`config.mk`:
```
export PLATFORM = sky130hd
export DESIGN_NAME = bcd_gate_gen_flat
export DESIGN_NICKNAME = d
export VERILOG_FILES = /design/src/rtl/bcd_gate_gen_if.sv /design/src/rtl/bcd_gate_gen.sv /design/src/flat_wrapper.sv
export SDC_FILE = /design/constraint.sdc
export NUM_CORES = 1
export LEC_CHECK = 0
export ABC_CLOCK_PERIOD_IN_PS = 3150
export CAP_MARGIN = 10
export CORE_MARGIN = 2
export CORE_UTILIZATION = 35
export DETAILED_ROUTE_END_ITERATION = 8
export GPL_TIMING_DRIVEN = 1
export SYNTH_ARGS = -nofsm -noshare
export SYNTH_HDL_FRONTEND = slang
export SYNTH_SLANG_ARGS = --single-unit
```
`constraint.sdc`:
```
create_clock -name clk -period 3.15 [get_ports clk]
set_input_delay 0.63 -clock clk [delete_from_list [all_inputs] [get_ports clk]]
set_output_delay 0.63 -clock clk [all_outputs]
set_load 0.01 [all_outputs]
```
`src/rtl/bcd_gate_gen_if.sv`:
```
// bcd_gate_gen_if: control and status bundle for the BCD gate-pulse generator
interface bcd_gate_gen_if;
  logic        start;
  logic        abort;
  logic [15:0] len_bcd;
  logic        gate;
  logic        busy;
  logic        done;
  logic        err;
  logic [15:0] rem_bcd;
  modport master (output start, abort, len_bcd, input gate, busy, done, err, rem_bcd);
  modport slave  (input start, abort, len_bcd, output gate, busy, done, err, rem_bcd);
endinterface

```
`src/rtl/bcd_gate_gen.sv`:
```
// bcd_gate_gen: emits one gate pulse exactly len_bcd clk cycles wide using a BCD down-counter
module bcd_gate_gen (
  input logic          clk,
  input logic          clr,
  bcd_gate_gen_if.slave bus
);
  typedef enum logic [1:0] {IDLE, RUN, DONE} state_t;
  state_t      state_q, state_d;
  logic [15:0] rem_q, rem_d;
  logic        start_q, gate_q, busy_q, done_q, err_q, err_d, edge_w;
  function automatic logic [15:0] bcd_dec(input logic [15:0] v);
    logic [15:0] r;
    logic        b;
    b = 1'b1;
    for (int i = 0; i < 4; i++) begin
      r[4*i+:4] = !b ? v[4*i+:4] : (v[4*i+:4] == 4'd0 ? 4'd9 : v[4*i+:4] - 4'd1);
      b = b & (v[4*i+:4] == 4'd0);
    end
    return r;
  endfunction
  function automatic logic bcd_bad(input logic [15:0] v);
    logic r;
    r = 1'b0;
    for (int i = 0; i < 4; i++) r = r | (v[4*i+:4] > 4'd9);
    return r;
  endfunction
  assign edge_w = bus.start & ~start_q;
  always_comb begin
    state_d = state_q;
    rem_d   = rem_q;
    err_d   = 1'b0;
    case (state_q)
      IDLE: if (edge_w) begin
        err_d = bcd_bad(bus.len_bcd);
        if (!err_d) begin
          state_d = bus.len_bcd == 16'h0000 ? DONE : RUN;
          rem_d   = bus.len_bcd;
        end
      end
      RUN: begin
        // the 0001 edge decrements to 0000 naturally while moving to DONE
        state_d = bus.abort ? IDLE : (rem_q == 16'h0001 ? DONE : RUN);
        rem_d   = bus.abort ? 16'h0000 : bcd_dec(rem_q);
      end
      default: begin
        state_d = IDLE;
        rem_d   = 16'h0000;
      end
    endcase
  end
  always_ff @(posedge clk) begin
    if (clr) begin
      state_q <= IDLE;
      rem_q   <= 16'h0000;
      start_q <= 1'b0;
      gate_q  <= 1'b0;
      busy_q  <= 1'b0;
      done_q  <= 1'b0;
      err_q   <= 1'b0;
    end else begin
      state_q <= state_d;
      rem_q   <= rem_d;
      start_q <= bus.start;
      gate_q  <= state_d == RUN;
      busy_q  <= state_d != IDLE;
      done_q  <= state_d == DONE;
      err_q   <= err_d;
    end
  end
  assign bus.gate    = gate_q;
  assign bus.busy    = busy_q;
  assign bus.done    = done_q;
  assign bus.err     = err_q;
  assign bus.rem_bcd = rem_q;
endmodule
```
`src/flat_wrapper.sv`:
```
// flat-port wrapper written by rule: the top's interface ports become plain ports
module bcd_gate_gen_flat 
  (clk, clr, bus_start, bus_abort, bus_len_bcd, bus_gate, bus_busy, bus_done, bus_err, bus_rem_bcd);
  bcd_gate_gen_if bus_i ();
  input logic clk;
  input logic clr;
  input wire logic [$bits(bus_i.start)-1:0] bus_start;
  input wire logic [$bits(bus_i.abort)-1:0] bus_abort;
  input wire logic [$bits(bus_i.len_bcd)-1:0] bus_len_bcd;
  output wire logic [$bits(bus_i.gate)-1:0] bus_gate;
  output wire logic [$bits(bus_i.busy)-1:0] bus_busy;
  output wire logic [$bits(bus_i.done)-1:0] bus_done;
  output wire logic [$bits(bus_i.err)-1:0] bus_err;
  output wire logic [$bits(bus_i.rem_bcd)-1:0] bus_rem_bcd;
  assign bus_i.start = bus_start;
  assign bus_i.abort = bus_abort;
  assign bus_i.len_bcd = bus_len_bcd;
  assign bus_gate = bus_i.gate;
  assign bus_busy = bus_i.busy;
  assign bus_done = bus_i.done;
  assign bus_err = bus_i.err;
  assign bus_rem_bcd = bus_i.rem_bcd;
  bcd_gate_gen u_core (.clk(clk), .clr(clr), .bus(bus_i));
endmodule
```
==> results of run 1 <==
-- layer usage --
layer / share of wire / global-route usage / vias up / wire length, um
li1: - / - / 781 / -
met1: 0.46 / 0.267 / 776 / 2100
met3: 0.071 / 0.0334 / 6 / 327
met4: 0.011 / 0.0501 / 0 / 51
met2: 0.46 / 0.290 / 74 / 2110
met5: 0 / 0 / - / 0
-- cell type report --
class                   count  area, sq um  area share
well taps                  50         62.6      0.0318
flip-flops and latches     23          460       0.234
clock inverters             1         5.00     0.00254
clock buffers               3         41.3      0.0210
repair buffers             42          413       0.210
inverters                  14         52.6      0.0267
multi-input cells         134          935       0.475
-- registers in the layout, indices dropped and copies added (netlist names) --
signal,flops
u_core.bus.gate,1
u_core.bus.err,1
u_core.bus.done,1
u_core.bus.busy,1
u_core.state_q,2
u_core.bus.rem_bcd,16
u_core.start_q,1
-- logic make-up (layout without fill, tap and decap cells) --
kind of cell / count (synthesis) / in the layout / synth area share
xor gates and xnor gates: 1 / 1 / 0.00589
DFF: 23 / 23 / 0.310
adders and majority gates: 5 / 5 / 0.0421
buffers and inverters: 23 / 60 / 0.0622
muxes: 1 / 1 / 0.00673
AOI/OAI and AO/OA: 74 / 74 / 0.357
and+or+nand+nor: 53 / 53 / 0.217
-- report_power, final --
group | internal, W | switching (W)
sequential | 0.000302 | 0.0000163
clock | 0.0000883 | 0.0000981
combinational | 0.0000801 | 0.0000838
-- through the flow --
stage | utilization | std cells | total power (W)
2_1_floorplan | - | 180 | 0.000409
5_1_grt | 0.485 | 267 | 0.000699
3_5_place_dp | 0.474 | 263 | 0.000486
6_report | 0.485 | 267 | 0.000669
4_1_cts | 0.485 | 267 | 0.000671
3_3_place_gp | 0.474 | 263 | 0.000484
-- critical path, stage by stage --
cell and delay, ns:
clkdlybuf4s50_1 0.47, o21ai_0 0.32, nand4_1 0.44, a211o_1 0.44, a22o_1 0.24
-- synthesized netlist by cell type (6+ instances only) --
cell type	count
inv_1	14
a21oi_1	13
dfxtp_1	23
o21ai_0	10
o211ai_1	6
nand3_1	7
a22o_1	6
o31ai_1	10
-- cell usage in the layout (no fill, tap or decap), types with 6 or more instances in the layout --
cell type / count
dfxtp_1: 23
nand3_1: 7
a22o_1: 6
o21ai_0: 10
a21oi_1: 13
o31ai_1: 10
clkdlybuf4s50_1: 39
o211ai_1: 6
inv_1: 14
-- worst min-delay path by stage --
stage                                from                     to  slack (ns)  cells after the start
CTS                     u_core.state_q[1]  u_core.bus.rem_bcd[1]        0.53                      1
global placement    u_core.bus.rem_bcd[5]  u_core.bus.rem_bcd[5]        0.51                      2
finish                  u_core.state_q[1]  u_core.bus.rem_bcd[1]        0.53                      1
floorplan               u_core.state_q[1]  u_core.bus.rem_bcd[1]        0.48                      1
detailed placement      u_core.state_q[1]  u_core.bus.rem_bcd[1]        0.52                      1
global route            u_core.state_q[1]  u_core.bus.rem_bcd[1]        0.57                      1
==> impl_metrics.py, run 1 <==
metrics = {
    "setup_path": {
        "rrSetupSlack_ns": 1.00,
        "worstPathMaxFanout": 11,
        "crit_type": "in -> reg",
        "ff2ff_path_depth": 6,
        "arrival_ns": 2.55,
        "cp-endpoint": "u_core.bus.rem_bcd[14]",
        "critPathRequiredTime_ns": 3.31,
        "critPathLaunchType": "input port",
        "crit_path_start": "bus_len_bcd[5]",
        "cp-end-kind": "flop",
        "reg2reg_to": "u_core.bus.rem_bcd[13]",
        "r2r-start": "u_core.bus.rem_bcd[0]",
    },
    "timing": {
        "clock.fmax_mhz": 418,
        "slew_viol_final": 0,
        "fin_skew_ns": 0.00797,
        "slew_headroom": 0.514,
        "setup_violations": 0,
        "finalHoldViolCount": 0,
        "holdWs_ns": 0.528,
        "setup_slack_ns": 0.757,
        "tightest_slew_ns": 0.726,
        "rsz0062_at_grt": "false",
        "fin_crit_sh": 0.760,
        "tns_ns": 0,
        "min_period_ns": 2.39,
    },
    "clocking": {
        "h-tree-depth": 1,
        "cts_made_buffers": 3,
        "ctsHoldBuffers": 0,
        "cts_root_buf": "clkbuf_8",
        "clockBufferDepth": 2,
        "post_cts_buffers": 0,
        "cts_tree": "yes",
        "clock-sinks": 23,
        "clk_pin_slew_ns": 0.08,
        "clock_latency_ns": 0.27,
        "cts_resized": 0,
    },
    "synthesis": {
        "yosys-top-cells-area": "dfxtp_1, o31ai_1, a21oi_1, ha_1, inv_1",
        "ys_types": 51,
        "synth-seq-cells": 23,
        "synthCells": 180,
        "yosysTopAreaCell": "dfxtp_1",
        "postSynthNetCount": 205,
        "netlist_area_sq_um": 1490,
        "ys_seq_area_frac": 0.310,
        "synth-edff-count": 0,
        "synth-main-ff-cell": "dfxtp_1",
        "synth_top_area_frac": 0.310,
        "yosys_warnings": 0,
        "synth-async-reset-ratio": 0,
        "synth.avg_cell_area_sq_um": 8.26,
    },
    "drt": {
        "first_pass_iters": 6,
        "avgRoutedWirePerCell_um": 17.2,
        "drc": 0,
        "drt_wl_total_mm": 4.60,
        "vias": 1637,
        "viasPerCell": 6.13,
        "drtAntennaViolNets": 0,
        "drtIter0Drc": 155,
    },
    "place": {
        "port_buffers": 39,
        "post-place-ws_ns": 0.558,
        "routabilityCongestion": 0.915,
        "dpl.hpwl_mm": 3.40,
        "placed_cell_area_sq_um": 1920,
    },
    "floorplan": {
        "dieWidth_um": 69.2,
        "io_pins": 40,
        "core_area_sq_um": 4060,
        "start_util": 0.367,
        "die_y_um": 69.2,
        "num_rows": 23,
        "dieArea_sq_um": 4790,
    },
    "global_routing": {
        "grt_pass1_wl_mm": 7.39,
        "grt_pass1_vias": 1506,
        "globalRouteOverflowTotal": 0,
        "antenna_found_initial": 0,
        "grt_max_degree": 15,
        "track_usage": 0.187,
    },
    "pwr": {
        "p_leak_nw": 0.665,
        "peakVddDrop_mv": 0.141,
        "pwr_density_cell_nw_per_um2": 340,
    },
    "finish": {
        "fillers": 381,
        "drive_gt1_frac": 0.0737,
        "final_nets": 243,
        "syn2layout_area_growth_pct": 32.4,
        "diodes": 0,
        "stdcell_area_sq_um": 1970,
    },
    "hold_path": {
        "hp-class": "reg -> reg",
    },
    "status": {
        "status": "finished clean",
    },
    "run": {
        "maxCapViolCount": 0,
    },
}
No activity file was read; power rests on OpenSTA's default activity.
==> run 2: changes to the inputs <==
- ABC_CLOCK_PERIOD_IN_PS: 3150 -> 2300
- clock period: 3.15 -> 2.3 ns (I/O delays scaled with it)
==> run 2 against run 1 <==
- global-route usage increased by 0.35 points
- first-iteration DRC count decreased by 26%
- sequential power up 37%
- largest power group unchanged
- highest routed layer unchanged
- sequential cell count is the same
- non-clock buffer count rose by 7
- combinational power rose by 45%
- routed wire length is 1.6% lower
- total power is 40% higher
- clock skew increased by 0.0029 ns
- final cell count up 2.6%
- critical path type is now reg -> reg
==> impl_metrics.py, run 2 (synthesis gave the netlist of run 1 again) <==
metrics = {
    "status": {
        "status": "finished clean",
    },
    "setup_path": {
        "path_cells": "inv_1 -> ha_1 -> nor3b_4 -> o221ai_1 -> a211o_1 -> o211ai_1",
        "critPathRequiredTime_ns": 2.51,
        "rrSetupSlack_ns": 0.32,
        "arrival_ns": 2.19,
        "crit_slowest_cell": "nor3b_4",
        "crit_type": "reg -> reg",
        "max_stage_delay_ns": 0.40,
        "ff2ff_path_depth": 6,
        "cp-end-kind": "flop",
        "worstPathMaxFanout": 7,
        "critPathLaunchType": "flop",
    },
    "place": {
        "dpl.hpwl_mm": 3.40,
        "placed_cell_area_sq_um": 1980,
        "routabilityCongestion": 0.892,
        "port_buffers": 39,
    },
    "drt": {
        "first_pass_iters": 4,
        "viasPerCell": 5.99,
        "drt_wl_total_mm": 4.52,
        "drtAntennaViolNets": 0,
        "vias": 1641,
        "drtIter0Drc": 114,
        "drc": 0,
        "avgRoutedWirePerCell_um": 16.5,
    },
    "clocking": {
        "clock-sinks": 23,
        "clock_latency_ns": 0.28,
        "cts_root_buf": "clkbuf_8",
        "cts_tree": "yes",
        "clk_pin_slew_ns": 0.09,
        "clockBufferDepth": 2,
        "h-tree-depth": 1,
        "cts_made_buffers": 3,
    },
    "finish": {
        "drive_gt1_frac": 0.103,
        "mostFrequentLayoutCells": "clkdlybuf4s50_1, dfxtp_1, inv_1",
        "syn2layout_area_growth_pct": 36.3,
        "diodes": 0,
        "final_core_util": 0.500,
        "layout.cells.most_common": "clkdlybuf4s50_1",
        "stdcell_area_sq_um": 2030,
        "largest_reg_flops": 16,
        "final_nets": 250,
    },
    "pwr": {
        "p_leak_nw": 0.701,
        "peakVddDrop_mv": 0.195,
        "pwr_density_cell_nw_per_um2": 462,
    },
    "run": {
        "maxCapViolCount": 0,
    },
    "floorplan": {
        "start_util": 0.367,
        "dieWidth_um": 69.2,
        "die_y_um": 69.2,
        "core_area_sq_um": 4060,
        "num_rows": 23,
        "dieArea_sq_um": 4790,
        "io_pins": 40,
    },
    "timing": {
        "slew_viol_final": 0,
        "tightest_slew_ns": 0.560,
        "clock.fmax_mhz": 505,
        "setup_violations": 0,
        "slew_headroom": 0.626,
        "min_period_ns": 1.98,
        "tns_ns": 0,
        "rsz0062_at_grt": "false",
        "fin_skew_ns": 0.0108,
        "finalHoldViolCount": 0,
        "fin_crit_sh": 0.862,
    },
    "hold_path": {
        "min_path_cells": 2,
        "hp-class": "reg -> reg",
    },
    "global_routing": {
        "grt_pass1_wl_mm": 7.60,
        "grt_pass1_vias": 1609,
        "antenna_found_initial": 0,
        "track_usage": 0.191,
        "globalRouteOverflowTotal": 0,
        "grt_max_degree": 15,
    },
}
## run 2: cell count changes in the layout (fill, tap and decap cells not counted)
cell and change:
buf_4 +7, nor3b_2 -1, nor3b_4 +1
## run 2: path summary, 6_finish.rpt
kind                         startpoint                    end
setup / recovery  u_core.bus.rem_bcd[0]  u_core.bus.rem_bcd[8]
hold / removal    u_core.bus.rem_bcd[5]  u_core.bus.rem_bcd[5]
setup reg to reg  u_core.bus.rem_bcd[0]  u_core.bus.rem_bcd[8]
hold reg to reg   u_core.bus.rem_bcd[5]  u_core.bus.rem_bcd[5]
## run 2: worst max-delay path: cells and delay by family, from the launching register on
kind,cells,cell delay [ns]
buffers and inverters,1,0.08
flip-flops,1,0.38
adder cells (fa/ha/maj),1,0.23
AO/OA/AOI/OAI,3,0.81
AND/OR/NAND/NOR,1,0.40
## run 2: repair_timing
action | in CTS | in global routing
hold buffers | 0 | 0
gates resized for setup | 0 | 1
buffers inserted | 0 | 0
endpoints found under the setup margin | 0 | 2
hold endpoints to repair | 0 | 0
## run 2: per-layer routing
layer  wire [um]  GRT usage
met5           0          0
met4          77     0.0784
met3         305     0.0160
met2        2040      0.285
met1        2100      0.280
## run 2: metrics by stage
step                      setup WS (ns)  instances  hold slack [ns]  total power (W)
after global routing              0.119        274            0.578         0.000984
final                             0.318        274            0.543         0.000937
after floorplan                   0.530        180            0.482         0.000561
after global placement           0.0399        270            0.518         0.000675
after CTS                         0.208        274            0.542         0.000941
after detailed placement         0.0827        270            0.523         0.000676
## run 2: final cells by class
class / instances / area (sq um)
clock buffers: 3 / 41.3
repair buffers: 49 / 465
flip-flops and latches: 23 / 460
fillers: 376 / 2030
clock inverters: 1 / 5.00
multi-input cells: 134 / 941
well taps: 50 / 62.6
inverters: 14 / 52.6
## run 2: power breakdown
group / switching (W) / total [W] / internal [W]
combinational: 0.000117 / 0.000238 / 0.000121
sequential: 0.0000222 / 0.000436 / 0.000414
clock: 0.000141 / 0.000263 / 0.000121
total: 0.000281 / 0.000937 / 0.000656
